===== src/rtl/seg7_scan_ctrl_pkg.sv =====
// Shared constants for the seg7 scan controller: active-low segment codes and digit count.
package seg7_scan_ctrl_pkg;

    localparam int NUM_DIGITS = 8;

    localparam logic [7:0] SEG_OFF = 8'hFF;
    localparam logic [7:0] AN_OFF  = 8'hFF;

    // Index n holds the active-low {dp,g,f,e,d,c,b,a} pattern for hex digit n; dp is always off.
    localparam logic [15:0][7:0] SEG_HEX = {
        8'h8E, 8'h86, 8'hA1, 8'hC6, 8'h83, 8'h88, 8'h90, 8'h80,
        8'hF8, 8'h82, 8'h92, 8'h99, 8'hB0, 8'hA4, 8'hF9, 8'hC0
    };

endpackage


===== src/rtl/seg7_hex_decode.sv =====
// Combinational hex nibble to active-low 7-segment pattern.
module seg7_hex_decode
    import seg7_scan_ctrl_pkg::*;
(
    input  logic [3:0] nibble,
    output logic [7:0] seg
);

    assign seg = SEG_HEX[nibble];

endmodule


===== src/rtl/seg7_scan_ctrl.sv =====
// Latches the CPU seg7 word and scans it as 8 hex digits onto a common-anode display,
// with optional leading-zero blanking. Pin outputs are registered.
module seg7_scan_ctrl
    import seg7_scan_ctrl_pkg::*;
#(
    parameter int unsigned SCAN_DIV    = 17,
    parameter logic [31:0] RESET_VALUE = 32'h0000_0000
) (
    input  logic        clk,
    input  logic        rst,
    input  logic        seg7_we,
    input  logic [31:0] cpuseg7_data,
    input  logic        blank_lz,
    output logic [7:0]  disp_an,
    output logic [7:0]  disp_seg
);

    localparam int unsigned CNT_W = SCAN_DIV + 3;

    logic [31:0]           data_reg;
    logic [CNT_W-1:0]      scan_cnt;
    logic [2:0]            idx;
    logic [3:0]            nibble;
    logic [7:0]            seg_dec;
    logic [NUM_DIGITS-1:0] lead_zero;
    logic                  blank;
    logic [7:0]            an_d;
    logic [7:0]            seg_d;

    always_ff @(posedge clk or posedge rst) begin
        if (rst) begin
            data_reg <= RESET_VALUE;
        end else if (seg7_we) begin
            data_reg <= cpuseg7_data;
        end
    end

    always_ff @(posedge clk or posedge rst) begin
        if (rst) begin
            scan_cnt <= '0;
        end else begin
            scan_cnt <= scan_cnt + CNT_W'(1);
        end
    end

    assign idx    = scan_cnt[CNT_W-1 -: 3];
    assign nibble = data_reg[{idx, 2'b00} +: 4];

    seg7_hex_decode u_hex_decode (
        .nibble (nibble),
        .seg    (seg_dec)
    );

    // lead_zero[i] is set when nibbles 7..i are all zero.
    always_comb begin
        lead_zero = '0;
        lead_zero[NUM_DIGITS-1] = (data_reg[31:28] == 4'h0);
        for (int i = NUM_DIGITS - 2; i >= 0; i--) begin
            lead_zero[i] = lead_zero[i+1] && (data_reg[4*i +: 4] == 4'h0);
        end
    end

    always_comb begin
        blank = blank_lz && (idx != 3'd0) && lead_zero[idx];
        an_d  = ~(8'b1 << idx);
        seg_d = seg_dec;
        if (blank) begin
            an_d  = AN_OFF;
            seg_d = SEG_OFF;
        end
    end

    always_ff @(posedge clk or posedge rst) begin
        if (rst) begin
            disp_an  <= AN_OFF;
            disp_seg <= SEG_OFF;
        end else begin
            disp_an  <= an_d;
            disp_seg <= seg_d;
        end
    end

endmodule

===== config.mk =====
export PLATFORM = sky130hd
export DESIGN_NAME = seg7_scan_ctrl
export DESIGN_NICKNAME = d
export VERILOG_FILES = /design/src/rtl/seg7_scan_ctrl_pkg.sv /design/src/rtl/seg7_hex_decode.sv /design/src/rtl/seg7_scan_ctrl.sv
export SDC_FILE = /design/constraint.sdc
export NUM_CORES = 1
export LEC_CHECK = 0
export ABC_AREA = 1
export CORE_UTILIZATION = 50
export CTS_CLUSTER_DIAMETER = 30
export DETAILED_ROUTE_END_ITERATION = 8
export GPL_ROUTABILITY_DRIVEN = 0
export PLACE_DENSITY = 0.75
export SETUP_SLACK_MARGIN = 0.1
export SYNTH_ARGS = -nofsm -noshare
export SYNTH_HDL_FRONTEND = slang
export SYNTH_HIERARCHICAL = 1
export SYNTH_SLANG_ARGS = --single-unit
export TNS_END_PERCENT = 10

===== constraint.sdc =====
create_clock -name clk -period 4.6 [get_ports clk]
set_input_delay 0.46 -clock clk [delete_from_list [all_inputs] [get_ports clk]]
set_output_delay 0.46 -clock clk [all_outputs]
set_load 0.02 [all_outputs]

==> summary.md, run 1 <==
| Metric | Value |
|---|---|
| Total routed wirelength | around 7100 um |
| Ordered list of cells on the worst path | inv_1 > nor2_2 > nand2_1 > nand2_1 > a2bb2oi_1 > inv_1 > nand2_1 > nand2_1 > nand2_1 > nand2_1 > inv_1 > nand2_4 |
| Post-CTS sizing | 0 |
| Yosys top cell by area | dfrtp_1 |
| Iter 0 DRT Violations | between 200 and 250 |
| Max frequency | between 0.3 and 0.4 GHz |
| Drt drc | 3 |
| Most Frequent Cell on Critical Path | nand2_1 |
| Vias | about 2700 |
| Sw Share | 0.237 |
| Post-route ant nets | 0 |
| Nets | 480 |
| Peak supply drop | 277 uV |
| Internal | about 1.1 mW |
| Syn nets | roughly 430 |
| Synth Area in Simple Gates | 0.248 |
| Max reg flops | 32 |
| Placed Cells | 502 |
| Wl on met1 | around 3200 um |
| Pwr Density | 348 nW/um^2 |
| Ratio of cells with drive above 1 in the final layout | 0.168 |
| Clock Tree Root | clkbuf_8 |
| Synth warnings | 6 |
| Die area | between 7000 and 8000 sq um |
| Initial antenna violation count | 0 |
| GR Util All Layers | 0.213 |
| NetSw | approximately 350 uW |
| Avg Vias per Cell | a little over 5 |
| Met3 routed WL | about 360 um |
| Top Ports | 52 |
| Final setup viols | 0 |
| Starting Density | 0.530 |
| Top Metal Used | met4 |
| Largest net degree at the start of global routing | 69 |
| Clock Skews | approximately 9.1 ps |
| Average wire per standard cell | ~14 um |
| CTS buffer count | 9 |
| Top-area cell type share of the netlist area | 0.378 |
| Non-Filler Instances | between 500 and 600 |
| Synth Area in XOR/XNOR | 0.0382 |
| Chip width | between 80 and 90 um |
| Status | complete, but fails checks |
| Clock slew at reported path FFs | about 70 ps |
| Power share of the sequential group | 0.450 |
| Worst reg2reg path startpoint | scan_cnt[17] |
| Register area share after synthesis | 0.500 |
| Max Buffers Root-to-Sink | 2 |
| Worst setup path class | flop to flop |
| Diodes inserted | 0 |
| Clock Sinks | 68 |
| WL met2 | about 3400 um |
| Clock Latency Late Sink | 350 ps |
| Post-synth EDFFs | 0 |
| Mux share of post-synthesis cell area | 0.0491 |
| Setup TNS | 0 ps |
| Hold wc startpoint | scan_cnt[7] |
| Core Rows | 29 |
| CTS tree | yes |
| WP data arrival | slightly above 3000 ps |
| Min-delay worst type | flop to flop |
| Syn-to-layout area delta | 23.1% |
| Worst rel slew slack | 0.327 |
| CORE AREA | roughly 6500 sq um |
| Global route total overflow | 0 |
| Chip height | about 85 um |
| Actual slew at the worst max-slew pin | approximately 1000 ps |
| CP max stage delay | 810 ps |
| Comb pwr share | 0.135 |
| Most common cell in the netlist | nand2_1 |
| Global-route wire length before repair | between 10000 and 15000 um |
| Final worst path period need | 2760 ps |
| Number of global-route vias before repair | about 2600 |
| Setup bufs post-CTS | 0 |
| CP startpoint kind | flop |
| Clk pwr share | 0.415 |
| Mapped Area | 3440 sq um |
| Element type at the critical path end | flop |
| Drt first pass iters | 9 |
| Hold Buf Count CTS | 0 |
| Largest family of logic cells by synthesized area | simple AND/OR/NAND/NOR gates |
| Violated checks | design-rule violations |
| CP required | between 4000 and 5000 ps |
| Adder-cell share of the synthesized area | 0.0291 |
| Final period util | 0.599 |
| CP Max Fanout | 12 |
| CP Launch Point | scan_cnt[17] |
| Static Leak | approximately 2.0 nW |
| FFs w/ async S/R, synth | 1.00 |
| Pwr Total | 1.47 mW |
| Max-slew violations | 0 |
| Dominant synthesized flop cell | dfrtp_1 |
| Register bit total from synthesis | about 70 |
| Synth Area in Compound Gates | 0.0593 |
| Number of H-tree levels | 3 |
| Max-cap violation count | 0 |
| DP Wirelength | around 5100 um |
| Most common library cells after synthesis | nand2_1, dfrtp_1, inv_1 |
| Yosys cell types | 34 |
| RSZ-0062 raised after global routing | no |
| Area contributors post-synth | dfrtp_1, dfstp_2, nand2_1, mux2_2, inv_1 |
| IO Port Bufs | 51 |
| Avg Inst Size Synth | 8.98 sq um |
| Endpoints failing hold | 0 |
| CP max-delay cell | a2bb2oi_1 |
| Post-synthesis instance total | between 300 and 400 |
[layer usage]
layer  up-vias  GRT usage
met1      1264      0.287
met2        84      0.337
li1       1307          -
met5         -          0
met4         0      0.102
met3        14     0.0379
[worst paths after layout]
check                          endpoint  slack, ps  cells past startpoint
max in group asynchronous  data_reg[16]       3350                      3
hold reg to reg             scan_cnt[7]        470                      1
hold / removal              scan_cnt[7]        470                      1
min in group asynchronous  scan_cnt[11]        680                      3
setup / recovery            disp_seg[0]       1840                     12
setup reg to reg            disp_seg[0]       1840                     12
[critical path, delay by kind of cell (launching register included)]
kind / cells / cell delay, ps
simple gates: 8 / 890
compound gates: 1 / 810
flops: 1 / 500
buf+inv: 3 / 490
[area by class of cell]
| type | count | area [sq um] |
|---|---|---|
| Clock buffer | 12 | 155 |
| Clock inverter | 4 | 95.1 |
| Fill cell | 545 | 2260 |
| Inverter | 48 | 181 |
| Multi-Input combinational cell | 256 | 1460 |
| Sequential cell | 68 | 1720 |
| Tap cell | 77 | 96.3 |
| Timing Repair Buffer | 53 | 526 |
[power groups by stage]
| stage | logic, mW | clock network (mW) | registers (mW) |
|---|---|---|---|
| 3_3_place_gp | 0.192 | 0 | 0.673 |
| 2_1_floorplan | 0.111 | 0 | 0.682 |
| 6_report | 0.198 | 0.612 | 0.664 |
| 3_5_place_dp | 0.197 | 0 | 0.675 |
| 5_1_grt | 0.220 | 0.647 | 0.667 |
| 4_1_cts | 0.198 | 0.623 | 0.664 |
[logic make-up after synthesis]
group                      count (synthesis)
AOI/OAI and AO/OA                         36
xor gates and xnor gates                  15
muxes                                     15
adders and majority gates                  8
and+or+nand+nor                          181
other                                      1
DFF                                       68
buffers and inverters                     59
[layout by cell type, fill, tap and decap left out, types with 4 or more instances in the layout]
cell	instances
clkdlybuf4s50_1	51
mux2_2	15
xnor2_1	6
nand3_1	15
inv_2	4
xor2_1	9
ha_1	8
nor2_1	24
inv_1	43
dfstp_2	16
nand4_1	7
nand2_1	109
o21ai_0	23
nand2_4	12
dfrtp_1	52
o2111ai_1	4
clkbuf_8	11
[stage by stage]
step	hold WS, ps	cell area (sq um)	setup slack (ps)	utilization
6_report	473	4240	1840	0.652
5_1_grt	482	4240	1550	0.652
4_1_cts	476	4240	1890	0.652
3_5_place_dp	463	3990	1990	0.614
3_3_place_gp	461	3990	2180	0.614
2_1_floorplan	445	3440	2450	-
Power figures use the tool's default switching activity.
==> inputs of run 2 (changes only) <==
- CORE_UTILIZATION: 50 -> 49
- PLACE_DENSITY: 0.75 -> 0.76
- clock period: 4.6 -> 2.4 ns (I/O delays scaled with it)
==> run 2 against run 1 <==
  * Hold slack worse by 180 ps
  * The run now ends clean
  * Register-to-register slack worse by 1600 ps
  * Critical path depth is 3 higher
  * Clock skew is 1.7 ps lower
  * Total power is 71% higher
  * Fmax is 26% higher
  * Largest power group unchanged
==> summary.md, run 2 (synthesized netlist as in run 1, its figures left out) <==
| Metric | Value |
|---|---|
| Syn-to-layout area delta | 24.8% |
| Total routed wirelength | 7180 um |
| Ratio of cells with drive above 1 in the final layout | 0.191 |
| Status | finished clean |
| WP data arrival | between 2000 and 2500 ps |
| Starting Density | 0.506 |
| Global-route wire length before repair | approximately 12000 um |
| Avg Vias per Cell | between 5 and 6 |
| Clock Sinks | 68 |
| Drt drc | 0 |
| Core Rows | 30 |
| CTS buffer count | 9 |
| Peak supply drop | ~340 uV |
| Global route total overflow | 0 |
| Die area | between 7000 and 8000 sq um |
| Diodes inserted | 0 |
| Most frequent cells in the layout | nand2_1, clkdlybuf4s50_1, dfrtp_1 |
| R2R Path End | disp_seg[3] |
| CORE AREA | between 6000 and 7000 sq um |
| Max-cap violation count | 0 |
| CP startpoint kind | flop |
| WHS | roughly 300 ps |
| Static Leak | just over 2 nW |
| Clock Tree Root | clkbuf_8 |
| Final worst path period need | between 2000 and 2500 ps |
| Post-route ant nets | 0 |
| Vias | 2738 |
| R2r setup slk | around 210 ps |
| DP Wirelength | 5180 um |
| Largest net degree at the start of global routing | 50 |
| CP Max Fanout | 8 |
| Final setup viols | 0 |
| CP Depth | 15 |
| Number of global-route vias before repair | ~2600 |
| Delay-heaviest family, CP | simple AND/OR/NAND/NOR gates |
| CTS tree | yes |
| Nets | between 400 and 500 |
| IO Port Bufs | slightly above 50 |
| Number of H-tree levels | 3 |
| Max Buffers Root-to-Sink | 2 |
| CP required | 2680 ps |
| Area occupied by registers | ~1700 sq um |
| Final period util | 0.911 |
| Chip height | approximately 86 um |
| CP Launch Point | scan_cnt[18] |
| Max reg flops | 32 |
| Worst reg2reg path startpoint | scan_cnt[18] |
| Most Frequent Cell on Critical Path | nand2_1 |
| Bufs and invs on worst path | 5 |
| CP max-delay cell | dfrtp_2 |
| Worst setup path class | flop to flop |
| Setup crit end | disp_seg[3] |
| Pwr Density | 589 nW/um^2 |
| Clock Skews | around 7.4 ps |
| Setup TNS | 0 ps |
| Initial antenna violation count | 0 |
| Max frequency | 0.457 GHz |
| Ordered list of cells on the worst path | buf_12 > nor2_4 > inv_1 > o22ai_1 > o21ai_0 > nand2_1 > inv_1 > ha_1 > inv_1 > nand2_1 > nand2_1 > nand2_1 > nand2_1 > inv_1 > nand2_4 |
| Footprint of the multi-input gates | around 1500 sq um |
| Average wire per standard cell | 13.1 um |
| Clock Latency Late Sink | 350 ps |
| Commonest non-fill, non-tap cell in the layout | nand2_1 |
| Top Ports | 52 |
| GR Util All Layers | 0.216 |
| CP max stage delay | between 400 and 500 ps |
| Filler Cell Count | 551 |
| RSZ-0062 raised after global routing | no |
| Chip width | 85.8 um |
| Worst R2R Path Depth | 15 |
| Min-delay worst type | input pin to asynchronous set/reset pin |
| Element type at the critical path end | flop |
| Endpoints failing hold | 0 |
| Clock slew at reported path FFs | around 70 ps |
| Iter 0 DRT Violations | 148 |
| Drt first pass iters | 6 |
| Hold Buf Count CTS | 0 |
| Max-slew violations | 0 |
## run 2: cell types whose count changed in the layout (fill, tap and decap cells not counted), sizes merged
cell and change:
buf +10, bufinv -3, clkinv +1, clkbuf +2
## run 2: report_power, final
part           total (mW)  internal, mW  switching (mW)
combinational       0.391         0.187           0.204
sequential           1.27          1.23          0.0396
clock               0.865         0.457           0.408
total                2.53          1.88           0.652
## run 2: stage by stage
stage               total power [mW]  area, sq um  utilization  setup WS [ps]  cells
CTS                             2.54         4220        0.621            181    539
finish                          2.53         4290        0.632            212    547
detailed placement              1.67         4030        0.592           46.3    523
global route                    2.64         4290        0.632           54.8    547
global placement                1.66         4030        0.592            217    523
floorplan                       1.52         3440            -            410    383
## run 2: worst min-delay path by stage
stage | start | to | cells after the start | slack [ps]
floorplan | cpuseg7_data[15] | data_reg[15] | 2 | 360
global placement | scan_cnt[16] | scan_cnt[16] | 1 | 460
detailed placement | scan_cnt[16] | scan_cnt[16] | 1 | 470
CTS | rst | scan_cnt[9] | 3 | 300
global route | rst | scan_cnt[9] | 3 | 340
finish | rst | scan_cnt[9] | 3 | 290
## run 2: worst min-delay path: stages
cell and delay (ps):
clkdlybuf4s50_1 410, inv_2 60, buf_4 340
## run 2: layer usage
layer	share of wire	global-route usage	routed length, um	vias up
met4	0.027	0.100	191	0
li1	-	-	-	1324
met5	0	0	0	-
met3	0.055	0.0587	395	19
met2	0.46	0.335	3290	88
met1	0.46	0.282	3310	1307
## run 2: timing repair
item	CTS	global route
pin swaps	0	4
endpoints found under the setup margin	2	1
gates resized for setup	4	1
setup buffers	0	8
## run 2: area by class of cell
| class | count | share of cell area |
|---|---|---|
| Clock inverter | 2 | 0.00233 |
| Timing Repair Buffer | 63 | 0.143 |
| Clock buffer | 14 | 0.0402 |
| Tap cell | 96 | 0.0280 |
| Multi-Input combinational cell | 256 | 0.343 |
| Sequential cell | 68 | 0.402 |
| Inverter | 48 | 0.0423 |
